### config.mk
export PLATFORM = sky130hd
export DESIGN_NAME = dcache_responder
export DESIGN_NICKNAME = d
export VERILOG_FILES = /design/src/rtl/dcache_responder.sv
export SDC_FILE = /design/constraint.sdc
export NUM_CORES = 1
export LEC_CHECK = 0
export ABC_AREA = 1
export BUFFER_PORTS_ARGS = -buffer_cell sky130_fd_sc_hd__buf_2
export CAP_MARGIN = 40
export CORE_MARGIN = 2
export CORE_UTILIZATION = 45
export CTS_CLUSTER_SIZE = 14
export DETAILED_ROUTE_END_ITERATION = 7
export PLACE_DENSITY_LB_ADDON = 0.05
export SLEW_MARGIN = 20
export SYNTH_ARGS = -nofsm -noshare
export SYNTH_HDL_FRONTEND = slang
export SYNTH_SLANG_ARGS = --single-unit
export TNS_END_PERCENT = 30
### constraint.sdc
create_clock -name CLK -period 2.22 [get_ports CLK]
set_input_delay 0.111 -clock CLK [delete_from_list [all_inputs] [get_ports CLK]]
set_output_delay 0.111 -clock CLK [all_outputs]
set_load 0.02 [all_outputs]
### src/rtl/dcache_responder.sv
// Direct-mapped, write-back, write-allocate data cache with one-word blocks.
// Hits answer combinationally; misses stall the requester; halt flushes all dirty lines.
module dcache_responder #(
    parameter int SETS   = 8,
    parameter int WORD_W = 32
) (
    input  logic              CLK,
    input  logic              nRST,
    input  logic              dmemREN,
    input  logic              dmemWEN,
    input  logic [WORD_W-1:0] dmemaddr,
    input  logic [WORD_W-1:0] dmemstore,
    input  logic              halt,
    output logic              dhit,
    output logic [WORD_W-1:0] dmemload,
    output logic              flushed,
    output logic              dREN,
    output logic              dWEN,
    output logic [WORD_W-1:0] daddr,
    output logic [WORD_W-1:0] dstore,
    input  logic              dwait,
    input  logic [WORD_W-1:0] dload
);
    localparam int IDX_W = $clog2(SETS);
    localparam int TAG_W = WORD_W - IDX_W - 2;

    localparam logic [2:0] IDLE  = 3'd0;
    localparam logic [2:0] WB    = 3'd1;
    localparam logic [2:0] FETCH = 3'd2;
    localparam logic [2:0] FLUSH = 3'd3;
    localparam logic [2:0] DONE  = 3'd4;

    logic [2:0]        state, next_state;
    logic [SETS-1:0]   valid, dirty;
    logic [TAG_W-1:0]  tag_arr  [SETS];
    logic [WORD_W-1:0] data_arr [SETS];
    logic [IDX_W-1:0]  flush_idx;

    logic [IDX_W-1:0]  req_idx;
    logic [TAG_W-1:0]  req_tag;
    logic              req, hit, victim_dirty, flush_dirty, flush_step;
    logic              unused_addr_bits;

    assign req_idx          = dmemaddr[IDX_W+1:2];
    assign req_tag          = dmemaddr[WORD_W-1:IDX_W+2];
    assign unused_addr_bits = ^dmemaddr[1:0];

    assign req          = dmemREN | dmemWEN;
    assign hit          = req && valid[req_idx] && (tag_arr[req_idx] == req_tag);
    assign victim_dirty = valid[req_idx] & dirty[req_idx];
    assign flush_dirty  = valid[flush_idx] & dirty[flush_idx];
    // A flush slot retires either immediately (clean line) or when its write completes.
    assign flush_step   = !flush_dirty || !dwait;

    assign flushed = (state == DONE);

    // Requester side completes when dhit=1; memory side completes when dwait=0
    // while dREN or dWEN is held. Request inputs stay stable until dhit.
    always_comb begin
        next_state = state;
        dhit       = 1'b0;
        dmemload   = '0;
        dREN       = 1'b0;
        dWEN       = 1'b0;
        daddr      = '0;
        dstore     = '0;
        case (state)
            IDLE: begin
                if (req) begin
                    if (hit) begin
                        dhit = 1'b1;
                        if (!dmemWEN) dmemload = data_arr[req_idx];
                    end else if (victim_dirty) begin
                        next_state = WB;
                    end else begin
                        next_state = FETCH;
                    end
                end else if (halt) begin
                    next_state = FLUSH;
                end
            end
            WB: begin
                dWEN   = 1'b1;
                daddr  = {tag_arr[req_idx], req_idx, 2'b00};
                dstore = data_arr[req_idx];
                if (!dwait) next_state = FETCH;
            end
            FETCH: begin
                dREN  = 1'b1;
                daddr = {dmemaddr[WORD_W-1:2], 2'b00};
                if (!dwait) next_state = IDLE;
            end
            FLUSH: begin
                if (flush_dirty) begin
                    dWEN   = 1'b1;
                    daddr  = {tag_arr[flush_idx], flush_idx, 2'b00};
                    dstore = data_arr[flush_idx];
                end
                if (flush_step && (flush_idx == IDX_W'(SETS - 1))) next_state = DONE;
            end
            DONE: ;
            default: next_state = IDLE;
        endcase
    end

    always_ff @(posedge CLK, negedge nRST) begin
        if (!nRST) begin
            state     <= IDLE;
            flush_idx <= '0;
            valid     <= '0;
            dirty     <= '0;
            for (int i = 0; i < SETS; i++) begin
                tag_arr[i]  <= '0;
                data_arr[i] <= '0;
            end
        end else begin
            state <= next_state;
            case (state)
                IDLE: begin
                    if (hit && dmemWEN) begin
                        data_arr[req_idx] <= dmemstore;
                        dirty[req_idx]    <= 1'b1;
                    end else if (!req && halt) begin
                        flush_idx <= '0;
                    end
                end
                WB: begin
                    if (!dwait) dirty[req_idx] <= 1'b0;
                end
                FETCH: begin
                    if (!dwait) begin
                        data_arr[req_idx] <= dload;
                        tag_arr[req_idx]  <= req_tag;
                        valid[req_idx]    <= 1'b1;
                        dirty[req_idx]    <= 1'b0;
                    end
                end
                FLUSH: begin
                    if (flush_step) begin
                        if (flush_dirty) dirty[flush_idx] <= 1'b0;
                        flush_idx <= flush_idx + IDX_W'(1);
                    end
                end
                default: ;
            endcase
        end
    end
endmodule

* After elaboration in Yosys (flattened, before gate mapping)
Index checks and enable logic that the tools add are counted.
Storage, ports and cells: register bits 494, word-level logic and storage cells 145, output and inout port bits 100
Cells by class: bitwise gates (word level) 13, add/subtract/negate cells 1, muxes and demuxes 65, reductions and logical operators 22, magnitude comparators 7, eq/ne operators 17
Operator list (count):
- $bwmux 256 | 2
- $mux 256 | 2
- $pmux 256 s2 | 1
- $mux 32 | 11
- $bwmux 216 | 1
- $bmux 32 s3 | 2
- $bmux 27 s3 | 2
- $mux 27 | 5
- $demux 32 s3 | 1
- $pmux 32 s3 | 1
- $demux 27 s3 | 1
- $pmux 32 s2 | 1
- $mux 8 | 4
- $eq 27x27->1 | 1
- $mux 3 | 9
- $pmux 8 s3 | 1
- $ne 2x2->1 const B | 9
- $and 8x8->8 | 2
- $not 8->8 | 2
- $or 8x8->8 | 2
- $pmux 3 s5 | 1
- $bmux 1 s3 | 4
- $mux 1 | 11
- $ge 4x4->1 const B | 2
- other kinds (28) | 47

* Depth between registers and ports, before layout
word-level depth 9, depth in mapped cells 21, depth with buffers taken out 17

* Worst setup path before layout
No wires, ideal clock.
kind reg-to-output, from register flush_idx[2], to output port daddr[14], slack -0.267 ns, cell stages (with the launch flop) 12, path buffers 1, required time 2.109 ns, data arrival time 2.376 ns, path through dfrtp_1 -> inv_1 -> nor2_1 -> inv_1 -> a21oi_1 -> o21ai_0 -> nand4_1 -> nand2_1 -> nor2_2 -> clkinv_1 -> clkbuf_1 -> o21ai_0
Between the ends: longest elaborated chain between the ends 6, elaborated cells on any way between the ends 11, classes of those cells 9 x mux; 2 x bitwise
RTL lines:
- start, declared | RTL line 37 | logic [IDX_W-1:0] flush_idx;
- start signal, assigned | RTL line 141 | flush_idx <= flush_idx + IDX_W'(1);
- $not 3->4 (not written as such) | RTL line 96 | daddr = {tag_arr[flush_idx], flush_idx, 2'b00};
- $bmux 27 s3 | RTL line 96
- $mux 27 (not written as such) (2 in a row) | RTL line 96
- $mux 32 (*) | RTL line 94 | if (flush_dirty) begin
- $pmux 32 s3 (*) | RTL line 67 | case (state)
- end, declared | RTL line 19 | output logic [WORD_W-1:0] daddr,
Every way passes the cells marked *; elsewhere a longest branch is shown, timed or not. The select of a mux whose other input is x is not followed.

* Final worst setup path
from register tag_arr[116] (netlist name), to output port dmemload[3]
Between the ends: longest elaborated chain between the ends 8
RTL lines:
- start, declared | RTL line 35 | logic [TAG_W-1:0] tag_arr [SETS];
- start signal, assigned by index | RTL line 133 | tag_arr[req_idx] <= req_tag;
- $bmux 27 s3 | RTL line 49 | assign hit = req && valid[req_idx] && (tag_arr[req_idx] == req_tag);
- $mux 27 (not written as such) (2 in a row) | RTL line 49
- $eq 27x27->1 | RTL line 49
- $logic_and 1x1->1 | RTL line 49
- $mux 32 | RTL line 70 | if (hit) begin
- $mux 32 | RTL line 69 | if (req) begin
- $mux 32 | RTL line 67
- end, declared | RTL line 15 | output logic [WORD_W-1:0] dmemload,
Every way passes these cells. The select of a mux whose other input is x is not followed.

==> results.md <==
* Outcome: complete, but fails checks
* Failing checks: setup timing
* EDFF count, synth at 0
* Layout cell share with drive strength beyond 1 at 23.6%
* Clk slew on worst S/H paths at ~0.06 ns
* Final cell count without fillers at 5423
* Final Hold Fails at 0
* Die Span Y at 257 um
* Pint at 0.0294 W
* GRT overflow at 0
* Via density per instance at 5.83
* Pleak at between 15 and 20 nW
* Slew Limit Fails at 0
* Setup CP Type: register to output pin
* Period utilisation layout at 142%
* Core area at 63200 um2
* Flop pwr share at 31.2%
* Net Switching at 0.0231 W
* H-tree levels at 2
* All-Layer GR Usage at between 30 and 40%
* Worst slack, placed at -0.551 ns
* Gpl congestion at around 0.91
* TritonCTS clock tree: built
* RSZ-0062 raised after global routing: true
* WP data arrival at 3.03 ns
* Skew-Pair Late Insertion Delay at 0.63 ns
* F_max at 318 MHz
* 1st-pass router iterations at 6
* I/O pin count at 202
* Switching share of power at 44.0%
* Detailed placement HPWL at 74900 um
* Peak VDD IR at 0.745 mV
* Initial antenna violation count at 2
* Final min period at 3.14 ns
* Total Neg Setup Slack at -131.68 ns
* Gate power share at 50.3%
* Final setup vio count at approximately 360
* Synth unique cells at 43
* Wire length per cell at approximately 22 um
* DR DRC count at 0
* Via Count at 31600
* Clock power share at 18.5%
* Crit. Startpoint: tag_arr[116]$_DFFE_PN0P_
* Max-slew headroom at 62.6%
* Largest net degree at the start of global routing at 82
* Die area at between 60000 and 70000 um2
* Cell row count at 92
* Sequential cell area fraction in the yosys report at 42.9%
* Worst Setup End Kind: output pin
* Reg2reg start: tag_arr[116]$_DFFE_PN0P_
* Final #Nets at between 4000 and 5000
* HP Class: primary input to register
* Async SR Flop Fraction at 100%
* Max-cap violation count at 0
* Setup Skew at 0.0235 ns
* Clock root buffer master: clkbuf_16
* TritonCTS Buffers at 57
* DP Cell Count at 5205
* Tightest Pin Transition at about 0.56 ns
* Final wirelength at 121000 um
* Hold_sp: dload[7]
* Area Growth Syn to Fin at 36.4%
* Final worst slack at -0.922 ns
* Post-Syn Area at 28800 um2
* Yosys reg bits at 494
* Clock Tree Buf Depth at 3
* Worst hold slack at 0.0288 ns
* Power Dens Cells at 1340 nW/um2
* CP max FO at 7
* Routed Antenna Nets at 0
* Crit path launch type: register
* Filler Cell Count at 5682
* DRT iter0 DRCs at between 3000 and 4000
* Initial core utilization at 45.6%
* Multi-input gate area at 14900 um2
* FF/Latch Area at 12400 um2
* First-pass GRT wire length at 183000 um
* Post-synth top flop: dfrtp_1
* Synthesized instance count at ~4000
* Syn Area/Cell at 7.17 um2
* Vias in the first global route at 30000
* PortBufs at slightly below 200
* Num Clock Sinks at 494
* Die X at between 200 and 300 um
* Req. time, crit path at ~2.1 ns
* Synthesis Warnings at 0
layout make-up:
cell class / instances / area share [%]
clock buffers: 88 / 4.41
well taps: 846 / 2.69
repair buffers: 785 / 19.8
flip-flops and latches: 494 / 31.5
diodes: 1 / 0.00637
inverters: 348 / 3.38
repair inverters: 1 / 0.0286
multi-input cells: 2844 / 37.8
clock inverters: 16 / 0.404
layout by cell type, fill, tap and decap left out, drive strengths merged:
master / netlist / final
nand4: 311 / 311
a31oi: 2 / 2
nand2: 1304 / 1305
bufbuf: 0 / 4
o21ai: 474 / 474
dlygate4sd3: 0 / 35
clkinv: 6 / 15
a2111oi: 7 / 7
o31ai: 19 / 19
a211oi: 1 / 1
inv: 342 / 347
a21oi: 151 / 151
nand3: 117 / 117
nor3b: 1 / 1
a22o: 7 / 7
buf: 110 / 740
nor3: 19 / 19
clkbuf: 226 / 94
o2111ai: 3 / 3
o21bai: 2 / 2
and3: 1 / 1
bufinv: 0 / 3
nand3b: 1 / 1
a22oi: 47 / 47
nor2: 182 / 182
diode: 0 / 1
o211ai: 46 / 46
ha: 2 / 2
and2: 1 / 1
conb: 1 / 2
o2bb2ai: 16 / 16
a221oi: 35 / 35
dfrtp: 494 / 494
nor4: 2 / 2
o22ai: 64 / 64
or2: 5 / 5
o221ai: 21 / 21
metal layers:
layer | GRT usage, % | wire (um) | vias up
met4 | 13.9 | 5210 | 2
met2 | 57.0 | 55300 | 1599
met5 | 0 | 8 | -
li1 | - | - | 14600
met3 | 5.62 | 10200 | 323
met1 | 48.5 | 49900 | 15100
power by group through the flow:
stage | Sequential (W) | Combinational, W | Clock (W)
3_3_place_gp | 0.0163 | 0.0226 | 0
5_1_grt | 0.0169 | 0.0287 | 0.0101
3_5_place_dp | 0.0163 | 0.0228 | 0
6_report | 0.0164 | 0.0264 | 0.00971
2_1_floorplan | 0.0155 | 0.0141 | 0
4_1_cts | 0.0163 | 0.0251 | 0.00978
sequential cells by signal, summed over array words and instances (netlist names):
register and flops:
data_arr 256, tag_arr 216, dirty 8, valid 8
flush_idx 3, state 3
cells in the mapped netlist, types with 2 or more instances:
master	n	area share (%)
o21bai_1	2	0.052
a221oi_1	35	1.1
nand4_1	311	6.8
o221ai_1	21	0.64
buf_6	34	1.3
nor4_1	2	0.043
o211ai_1	46	1.2
nor2_4	3	0.12
a22oi_1	47	1.2
nor2_1	174	2.3
a2111oi_0	7	0.21
buf_1	24	0.31
o21ai_1	7	0.12
clkbuf_1	226	2.9
buf_4	15	0.39
a21oi_1	151	2.6
a31oi_1	2	0.043
o2bb2ai_1	16	0.49
buf_2	36	0.63
nand3_1	117	2.0
clkinv_1	6	0.078
ha_1	2	0.087
inv_2	7	0.091
inv_1	335	4.4
nand2_1	1303	17
o21ai_0	467	8.1
a22o_1	7	0.21
or2_2	4	0.087
o31ai_1	19	0.49
nor2_2	5	0.11
o2111ai_1	3	0.091
dfrtp_1	494	43
o22ai_1	64	1.4
nor3_1	19	0.33
logic make-up after synthesis:
group	count (synthesis)	synth area share [%]
other	1	0.0130
adder cells (fa/ha/maj)	2	0.0868
AND/OR/NAND/NOR	1944	28.8
AO/OA/AOI/OAI	895	18.0
flip-flops	494	42.9
buffers and inverters	684	10.2
path summary, 6_finish.rpt:
path / to / slack [ns] / depth (start not counted)
max: dmemload[3] / -0.92 / 17
min: data_arr[103]$_DFFE_PN0P_ / 0.03 / 6
max reg2reg: data_arr[209]$_DFFE_PN0P_ / -0.33 / 18
min reg2reg: data_arr[248]$_DFFE_PN0P_ / 0.48 / 2
max in group asynchronous: data_arr[72]$_DFFE_PN0P_ / 1.37 / 3
min in group asynchronous: tag_arr[90]$_DFFE_PN0P_ / 0.04 / 2
worst max-delay path, cell delays in order (launching register included):
cell and delay, ns:
dfrtp_1 0.38, inv_1 0.07, nand2_1 0.05, o211ai_1 0.09, nand2_1 0.10, nor2_2 0.14
nand2_1 0.07, nand2_2 0.12, o21ai_1 0.07, or2_1 0.25, nor2_1 0.09, nand2_1 0.09
nor2_2 0.12, nand3b_1 0.14, buf_8 0.20, clkbuf_16 0.20, nor2_4 0.10, buf_6 0.12
metrics by stage:
stage               utilization [%]  area, um2  total power, W
finish                         62.2      39300          0.0525
global route                   62.2      39300          0.0557
global placement               54.4      34400          0.0389
floorplan                         -      29000          0.0296
detailed placement             54.4      34400          0.0391
CTS                            61.0      38600          0.0511
what timing repair did:
action                                 CTS  global route
pin swaps                               31            23
gates cloned                            12             6
endpoints found under the hold margin  737             0
buffers inserted                        58            14
setup endpoints to repair              364           373
gates resized for setup                359           150
hold buffers                            35             0
Power figures use the tool's default switching activity.
